$ cat src/rtl/des_blk_ctrl_if.sv
// 32-bit valid/ready word stream used for both the plaintext input and result output.
interface des_blk_ctrl_if;
   localparam int unsigned DATA_W = 32;

   logic              valid;
   logic              ready;
   logic [DATA_W-1:0] data;

   modport master (output valid, output data, input ready);
   modport slave  (input valid, input data, output ready);
endinterface

$ cat src/rtl/des_blk_ctrl.sv
// Host-side block sequencer for the DES round core: packs two input words into a
// block, fires the core once, applies optional CBC chaining and streams the result back.
module des_blk_ctrl #(
   parameter int unsigned TIMEOUT = 20
) (
   input  logic        hclk,
   input  logic        hresetn,
   input  logic        encrypt,
   input  logic [1:0]  edr,
   input  logic        cbc_en,
   input  logic [63:0] key_in,
   input  logic [63:0] iv,
   input  logic        iv_load,
   des_blk_ctrl_if.slave  in_s,
   des_blk_ctrl_if.master out_s,
   output logic        core_encrypt,
   output logic [1:0]  core_edr,
   output logic [63:0] core_key,
   output logic [63:0] core_din,
   output logic        core_din_valid,
   input  logic [63:0] core_dout,
   input  logic        core_dout_valid,
   output logic        busy,
   output logic        timeout_err
);
   localparam int unsigned BLK_W = 64;
   localparam int unsigned WRD_W = 32;
   localparam int unsigned CNT_W = 8;
   // Last WAIT cycle that still accepts a core answer; the error flag shows TIMEOUT cycles after FIRE.
   localparam logic [CNT_W-1:0] CNT_LAST = CNT_W'(TIMEOUT - 2);

   typedef enum logic [2:0] {
      S_IDLE, S_GET_LO, S_FIRE, S_WAIT, S_OUT_HI, S_OUT_LO
   } state_t;

   state_t             state_q, state_d;
   logic [BLK_W-1:0]   blk_q, blk_d;
   logic [BLK_W-1:0]   res_q, res_d;
   logic [BLK_W-1:0]   chain_q, chain_d;
   logic [CNT_W-1:0]   cnt_q, cnt_d;
   logic               cbc_q, cbc_d;
   logic               core_encrypt_q, core_encrypt_d;
   logic [1:0]         core_edr_q, core_edr_d;
   logic [BLK_W-1:0]   core_key_q, core_key_d;
   logic [BLK_W-1:0]   core_din_q, core_din_d;
   logic               core_din_valid_q, core_din_valid_d;
   logic               in_ready_q, in_ready_d;
   logic               out_valid_q, out_valid_d;
   logic [WRD_W-1:0]   out_data_q, out_data_d;
   logic               busy_q, busy_d;
   logic               timeout_err_q, timeout_err_d;
   logic               in_hs, out_hs;

   assign in_hs  = in_s.valid & in_ready_q;
   assign out_hs = out_valid_q & out_s.ready;

   // State register and all registered outputs.
   always_ff @(posedge hclk or negedge hresetn) begin
      if (!hresetn) begin
         state_q          <= S_IDLE;
         blk_q            <= '0;
         res_q            <= '0;
         chain_q          <= '0;
         cnt_q            <= '0;
         cbc_q            <= 1'b0;
         core_encrypt_q   <= 1'b0;
         core_edr_q       <= '0;
         core_key_q       <= '0;
         core_din_q       <= '0;
         core_din_valid_q <= 1'b0;
         in_ready_q       <= 1'b1;
         out_valid_q      <= 1'b0;
         out_data_q       <= '0;
         busy_q           <= 1'b0;
         timeout_err_q    <= 1'b0;
      end else begin
         state_q          <= state_d;
         blk_q            <= blk_d;
         res_q            <= res_d;
         chain_q          <= chain_d;
         cnt_q            <= cnt_d;
         cbc_q            <= cbc_d;
         core_encrypt_q   <= core_encrypt_d;
         core_edr_q       <= core_edr_d;
         core_key_q       <= core_key_d;
         core_din_q       <= core_din_d;
         core_din_valid_q <= core_din_valid_d;
         in_ready_q       <= in_ready_d;
         out_valid_q      <= out_valid_d;
         out_data_q       <= out_data_d;
         busy_q           <= busy_d;
         timeout_err_q    <= timeout_err_d;
      end
   end

   // Next-state and next-output logic.
   always_comb begin
      state_d        = state_q;
      blk_d          = blk_q;
      res_d          = res_q;
      chain_d        = chain_q;
      cnt_d          = cnt_q;
      cbc_d          = cbc_q;
      core_encrypt_d = core_encrypt_q;
      core_edr_d     = core_edr_q;
      core_key_d     = core_key_q;
      core_din_d     = core_din_q;
      out_data_d     = out_data_q;
      timeout_err_d  = timeout_err_q;

      case (state_q)
         S_IDLE: begin
            if (iv_load) begin
               chain_d       = iv;
               timeout_err_d = 1'b0;
            end
            if (in_hs) begin
               blk_d[63:32]   = in_s.data;
               core_encrypt_d = encrypt;
               core_edr_d     = edr;
               cbc_d          = cbc_en;
               core_key_d     = key_in;
               state_d        = S_GET_LO;
            end
         end
         S_GET_LO: begin
            if (in_hs) begin
               blk_d[31:0] = in_s.data;
               core_din_d  = (cbc_q & core_encrypt_q) ? (blk_d ^ chain_q) : blk_d;
               state_d     = S_FIRE;
            end
         end
         S_FIRE: begin
            cnt_d   = '0;
            state_d = S_WAIT;
         end
         S_WAIT: begin
            if (core_dout_valid) begin
               res_d = (cbc_q & ~core_encrypt_q) ? (core_dout ^ chain_q) : core_dout;
               if (cbc_q) begin
                  chain_d = core_encrypt_q ? core_dout : blk_q;
               end
               out_data_d = res_d[63:32];
               state_d    = S_OUT_HI;
            end else if (cnt_q == CNT_LAST) begin
               timeout_err_d = 1'b1;
               state_d       = S_IDLE;
            end else begin
               cnt_d = cnt_q + CNT_W'(1);
            end
         end
         S_OUT_HI: begin
            if (out_hs) begin
               out_data_d = res_q[31:0];
               state_d    = S_OUT_LO;
            end
         end
         S_OUT_LO: begin
            if (out_hs) begin
               state_d = S_IDLE;
            end
         end
         default: state_d = S_IDLE;
      endcase

      in_ready_d       = (state_d == S_IDLE) || (state_d == S_GET_LO);
      out_valid_d      = (state_d == S_OUT_HI) || (state_d == S_OUT_LO);
      core_din_valid_d = (state_d == S_FIRE);
      busy_d           = (state_d != S_IDLE);
   end

   assign in_s.ready     = in_ready_q;
   assign out_s.valid    = out_valid_q;
   assign out_s.data     = out_data_q;
   assign core_encrypt   = core_encrypt_q;
   assign core_edr       = core_edr_q;
   assign core_key       = core_key_q;
   assign core_din       = core_din_q;
   assign core_din_valid = core_din_valid_q;
   assign busy           = busy_q;
   assign timeout_err    = timeout_err_q;
endmodule

$ cat src/flat_wrapper.sv
// flat-port wrapper written by rule: the top's interface ports become plain ports
module des_blk_ctrl_flat 
#(
   parameter int unsigned TIMEOUT = 20
)
  (hclk, hresetn, encrypt, edr, cbc_en, key_in, iv, iv_load, core_encrypt, core_edr, core_key, core_din, core_din_valid, core_dout, core_dout_valid, busy, timeout_err, in_s_valid, in_s_data, in_s_ready, out_s_valid, out_s_data, out_s_ready);
  des_blk_ctrl_if in_s_i ();
  des_blk_ctrl_if out_s_i ();
  input  logic hclk;
  input  logic hresetn;
  input  logic encrypt;
  input  logic [1:0] edr;
  input  logic cbc_en;
  input  logic [63:0] key_in;
  input  logic [63:0] iv;
  input  logic iv_load;
  output logic core_encrypt;
  output logic [1:0] core_edr;
  output logic [63:0] core_key;
  output logic [63:0] core_din;
  output logic core_din_valid;
  input  logic [63:0] core_dout;
  input  logic core_dout_valid;
  output logic busy;
  output logic timeout_err;
  input wire logic [$bits(in_s_i.valid)-1:0] in_s_valid;
  input wire logic [$bits(in_s_i.data)-1:0] in_s_data;
  output wire logic [$bits(in_s_i.ready)-1:0] in_s_ready;
  output wire logic [$bits(out_s_i.valid)-1:0] out_s_valid;
  output wire logic [$bits(out_s_i.data)-1:0] out_s_data;
  input wire logic [$bits(out_s_i.ready)-1:0] out_s_ready;
  assign in_s_i.valid = in_s_valid;
  assign in_s_i.data = in_s_data;
  assign in_s_ready = in_s_i.ready;
  assign out_s_valid = out_s_i.valid;
  assign out_s_data = out_s_i.data;
  assign out_s_i.ready = out_s_ready;
  des_blk_ctrl #(.TIMEOUT(TIMEOUT)) u_core (.hclk(hclk), .hresetn(hresetn), .encrypt(encrypt), .edr(edr), .cbc_en(cbc_en), .key_in(key_in), .iv(iv), .iv_load(iv_load), .in_s(in_s_i), .out_s(out_s_i), .core_encrypt(core_encrypt), .core_edr(core_edr), .core_key(core_key), .core_din(core_din), .core_din_valid(core_din_valid), .core_dout(core_dout), .core_dout_valid(core_dout_valid), .busy(busy), .timeout_err(timeout_err));
endmodule
$ cat config.mk
export PLATFORM = sky130hd
export DESIGN_NAME = des_blk_ctrl_flat
export DESIGN_NICKNAME = d
export VERILOG_FILES = /design/src/rtl/des_blk_ctrl_if.sv /design/src/rtl/des_blk_ctrl.sv /design/src/flat_wrapper.sv
export SDC_FILE = /design/constraint.sdc
export NUM_CORES = 1
export LEC_CHECK = 0
export ABC_AREA = 1
export CAP_MARGIN = 20
export CORE_UTILIZATION = 39
export DETAILED_ROUTE_END_ITERATION = 10
export PLACE_DENSITY_LB_ADDON = 0.3
export SLEW_MARGIN = 25
export SYNTH_ARGS = -nofsm -noshare
export SYNTH_HDL_FRONTEND = slang
export SYNTH_SLANG_ARGS = --single-unit
$ cat constraint.sdc
create_clock -name hclk -period 3.6 [get_ports hclk]
set_input_delay 0.72 -clock hclk [delete_from_list [all_inputs] [get_ports hclk]]
set_output_delay 0.72 -clock hclk [all_outputs]
set_load 0.05 [all_outputs]
; ---- Yosys cells after proc, flatten, opt, wreduce, memory -nomap -nowiden
; Cells that the tools add are included.
[word_totals]
register_bits = 340
input_bits = 234
output_inout_bits = 168
elab_cells = 81
[op_classes]
addsub = 1
n_eq_ne = 17
mux = 24
bitwise_logic = 7
reduce_logical = 15
[ops]
columns = cell, n
row1 = two-way mux 64 bit, 6
row2 = one-hot mux 64 bit (2 select lines), 1
row3 = XOR 64 bit, 2
row4 = two-way mux 32 bit, 2
row5 = one-hot mux 32 bit (2 select lines), 1
row6 = two-way mux 3 bit, 6
row7 = one-hot mux 3 bit (6 select lines), 1
row8 = two-way mux 8 bit, 2
row9 = one-hot mux 8 bit (2 select lines), 1
row10 = equality test 3 bit (second input constant), 4
row11 = equality test 3 x 2 -> 1 bit (second input constant), 3
row12 = adder 8 x 1 -> 8 bit (second input constant), 1
row13 = equality test 8 x 5 -> 1 bit (second input constant), 1
row14 = inequality test 2 bit (second input constant), 4
row15 = AND reduction 4 bit, 2
row16 = equality test 3 x 1 -> 1 bit (second input constant), 2
row17 = logical NOT 3 bit, 2
row18 = inequality test 2 x 1 -> 1 bit (second input constant), 3
row19 = AND reduction 2 bit, 3
row20 = AND reduction 3 bit, 2
row21 = nonzero test 2 bit, 3
row22 = bitwise AND 1 bit, 4
row23 = two-way mux 1 bit, 3
row24 = nonzero test 3 bit, 1
row25 = 3 further kinds, 4

; ---- Longest topological paths before layout
[logic_depth]
ltp_word = 6
mapped_depth = 9
ltp_nobuf = 9

; ---- Worst setup path before layout
; OpenSTA, ideal clock, no wires.
[synth_timing]
path_kind = input port to flip-flop
from = input port in_s_valid
to = register u_core.core_key_q[53] (netlist: u_core.core_key[53])
setup_ns = 0.066
arrival_time_ns = 1.769
required_ns = 3.534
slack_ns = 1.765
path_stages = 7
path_buffers = 2
path_cell_list = nand2_1 clkinv_1 nand3_1 buf_2 clkbuf_1 nand2_1 nand2_1
[synth_via]
elab_chain_len = 2
[synth_rtl]
columns = element, line
row1 = "start, declared", flat_wrapper.sv:26  ; input wire logic [$bits(in_s_i.valid)-1:0] in_s_valid;
row2 = bitwise AND 1 bit, des_blk_ctrl.sv:54  ; assign in_hs = in_s.valid & in_ready_q;
row3 = AND reduction 2 bit (no source line), -
row4 = "end signal, assigned", des_blk_ctrl.sv:85  ; core_key_q <= core_key_d;
row5 = "end, declared", des_blk_ctrl.sv:44  ; logic [BLK_W-1:0] core_key_q, core_key_d;
; No other way between the ends.
; A chain may end at the register's enable or synchronous reset.

; ---- Worst setup path in the final report
[layout_timing]
from = register u_core.core_encrypt_q (netlist: u_core.core_encrypt)
to = output port core_encrypt
[layout_rtl]
columns = element, line
row1 = "start, declared", des_blk_ctrl.sv:42  ; logic core_encrypt_q, core_encrypt_d;
row2 = "start signal, assigned", des_blk_ctrl.sv:83  ; core_encrypt_q <= core_encrypt_d;
row3 = "end, declared", flat_wrapper.sv:17  ; output logic core_encrypt;
; No word-level cell between the ends.

==> impl_metrics.tcl <==
set metrics [dict create \
    dp_hpwl_um 39490 \
    drv_slew 0 \
    cts.sinks 340 \
    ant_nets 0 \
    core_mm2 0.04232 \
    leakage_nw 10.89 \
    async_flop_share_pct 100.0 \
    dp_slack_ns 0.9709 \
    cts_max_level 2 \
    cp_cell_sequence "clkdlybuf4s50_1" \
    routed-via-count 15930 \
    grt_pass1_wl_um 90520 \
    finalWorstSetupSlack_ns 0.7094 \
    grt_max_degree 82 \
    ff_latch_area_mm2 0.008514 \
    antenna_found_initial 5 \
    post_cts.repair.setup_buffers 0 \
    die_y_um 210.2 \
    gp_congestion 0.8672 \
    p_per_area_mw_per_mm2 917.2 \
    holdBufCountCts 0 \
    yosys_warnings 0 \
    synthFlopType "dfrtp_1" \
    synth_area_per_cell_um2 7.793 \
    slew_headroom_pct 37.44 \
    syn_area_mm2 0.01691 \
    multi_input_area_mm2 0.007149 \
    crit_slowest_cell "clkdlybuf4s50_1" \
    rsz0062_at_grt "no" \
    ios 402 \
    arrival_ns 2.17 \
    cts-resized-gates 0 \
    initial_core_util_pct 39.96 \
    finalSetupViolCount 0 \
    cts_max_path_buffers 3 \
    tns_ns 0 \
    whs_ns 0.1761 \
    synth-edff-count 0 \
    worst_setup_path_start_kind "register" \
    path_clk_slew_ns 0.06 \
    syn2layout_area_growth_pct 33.60 \
    period_needed_ns 2.891 \
    vdd_ir_drop_max_mv 0.6039 \
    end_kind "output port" \
    clock_latency_ns 0.55 \
    drcViolationCount 0 \
    required_ns 2.88 \
    crit_type "register to output port" \
    synth_nets 2406 \
    drive_above_1_share_pct 5.472 \
    grt_usage_pct 26.36 \
    tightest_slew_ns 0.9373 \
    grt-ovfl-total 0 \
    cts_tree "built" \
    core.rowCount 75 \
    crit_buf_inv 1 \
    clock_tree.root_cell "clkbuf_16" \
    fillers 3984 \
    maxCapViolCount 0 \
    slowest_delay_ns 0.90 \
    ys_ff_latch 340 \
    wl_per_cell_um 18.50 \
    io_buffers 401 \
    hold_path.class "input port to async pin" \
    vias_per_cell 5.135 \
    totalWireLength_um 57420 \
    die_area_mm2 0.04419 \
    grt_pass1_vias 15960 \
    period_share_pct 80.29 \
    finClkSkew_ns 0.02199 \
    crit_fanout 39 \
    cts_buffers 38 \
    yosysUniqueCellTypes 28 \
    first_pass_iters 6 \
    max_freq_mhz 346.0 \
    ys_seq_area_share_pct 50.32 \
    drt-initial-drc-count 1406 \
    status "finished, final reports clean" \
    synthCells 2170 \
    report.final.hold_viol_count 0 \
    nNetsFinal 2734 \
    critical-path-top-delay-family "buffers and inverters" \
    die_w_um 210.2 \
]
-- worst paths after layout --
kind                                                  from                                end  cells after the start  slack (ns)
setup / recovery           u_core.core_encrypt$_DFFE_PN0P_                       core_encrypt                      1        0.71
hold / removal                                     hresetn    u_core.core_key[55]$_DFFE_PN0P_                      1        0.18
setup reg to reg           u_core.core_encrypt$_DFFE_PN0P_  u_core.out_s.data[16]$_DFFE_PN0P_                      9        1.05
hold reg to reg               u_core.res_q[14]$_DFFE_PN0P_       u_core.res_q[14]$_DFFE_PN0P_                      2        0.47
max in group asynchronous                          hresetn    u_core.core_encrypt$_DFFE_PN0P_                      2        2.53
min in group hclk             u_core.res_q[14]$_DFFE_PN0P_       u_core.res_q[14]$_DFFE_PN0P_                      2        0.47
-- per-layer routing --
layer / share of wire, % / up-vias / GRT usage [%]
met5: 0.023 / - / 0
met4: 3.2 / 2 / 10.42
met3: 9.4 / 107 / 6.138
met2: 45 / 743 / 40.39
met1: 42 / 7544 / 36.06
li1: - / 7537 / -
-- Yosys cell counts, types with 17 or more instances --
library cell,number,area [µm²]
nand2_1,744,2793
dfrtp_1,339,8483
nand3_1,308,1541
o21ai_0,209,1046
inv_1,168,630.6
xor2_1,90,788.3
clkbuf_1,72,270.3
nor2_1,57,214.0
buf_2,42,210.2
or2_2,34,212.7
o211ai_1,32,240.2
buf_1,17,63.81
-- cell type report --
| class | count | area share, % |
|---|---|---|
| repair buffers | 430 | 19.12 |
| inverters | 173 | 2.897 |
| clock buffers | 57 | 5.018 |
| well taps | 577 | 3.196 |
| diodes | 4 | 0.04431 |
| flip-flops and latches | 340 | 37.69 |
| multi-input cells | 1515 | 31.65 |
| clock inverters | 7 | 0.3932 |
-- registers in the layout (all words and copies together) (netlist names), 3 cells and up --
signal,cells
u_core.blk_q,64
u_core.chain_q,64
u_core.cnt_q,8
u_core.core_din,64
u_core.core_key,64
u_core.out_s.data,32
u_core.res_q,32
u_core.state_q,3
-- cell usage in the layout (no fill, tap or decap), types with 2 or more instances in the layout --
cell / n
o21ai_0: 209
nand2_1: 742
nor2_1: 57
nand3_4: 2
clkbuf_8: 9
o211ai_1: 32
ha_1: 2
inv_2: 4
xnor2_1: 8
inv_4: 2
clkdlybuf4s50_1: 399
clkbuf_1: 9
nand2_2: 3
diode_2: 4
buf_4: 22
clkbuf_16: 39
or2_2: 34
bufinv_16: 2
clkinv_2: 4
xor2_1: 90
buf_12: 7
nand3_1: 306
dfrtp_1: 337
o21ai_1: 14
inv_1: 167
a21oi_1: 10
-- cell families after synthesis --
logic type | synth area share (%)
simple gates | 28.45
flops | 50.32
buf+inv | 7.643
compound gates | 8.361
fa+ha+maj | 0.1480
xor+xnor | 5.076
-- where the power goes --
group | internal [mW] | switching [mW] | total [mW]
combinational | 3.16 | 6.94 | 10.1
sequential | 5.56 | 1.17 | 6.73
clock | 2.31 | 1.59 | 3.89
total | 11.0 | 9.70 | 20.7
-- through the flow --
| step | cell area (µm²) | util [%] | power [mW] | std cells |
|---|---|---|---|---|
| floorplan | 16910 | - | 13.20 | 2170 |
| global placement | 21360 | 50.47 | 16.63 | 3035 |
| detailed placement | 21360 | 50.47 | 16.83 | 3035 |
| CTS | 22580 | 53.36 | 20.84 | 3099 |
| global route | 22590 | 53.38 | 22.00 | 3103 |
| finish | 22590 | 53.38 | 20.72 | 3103 |
Note: power is estimated with default switching activity, not from simulation.
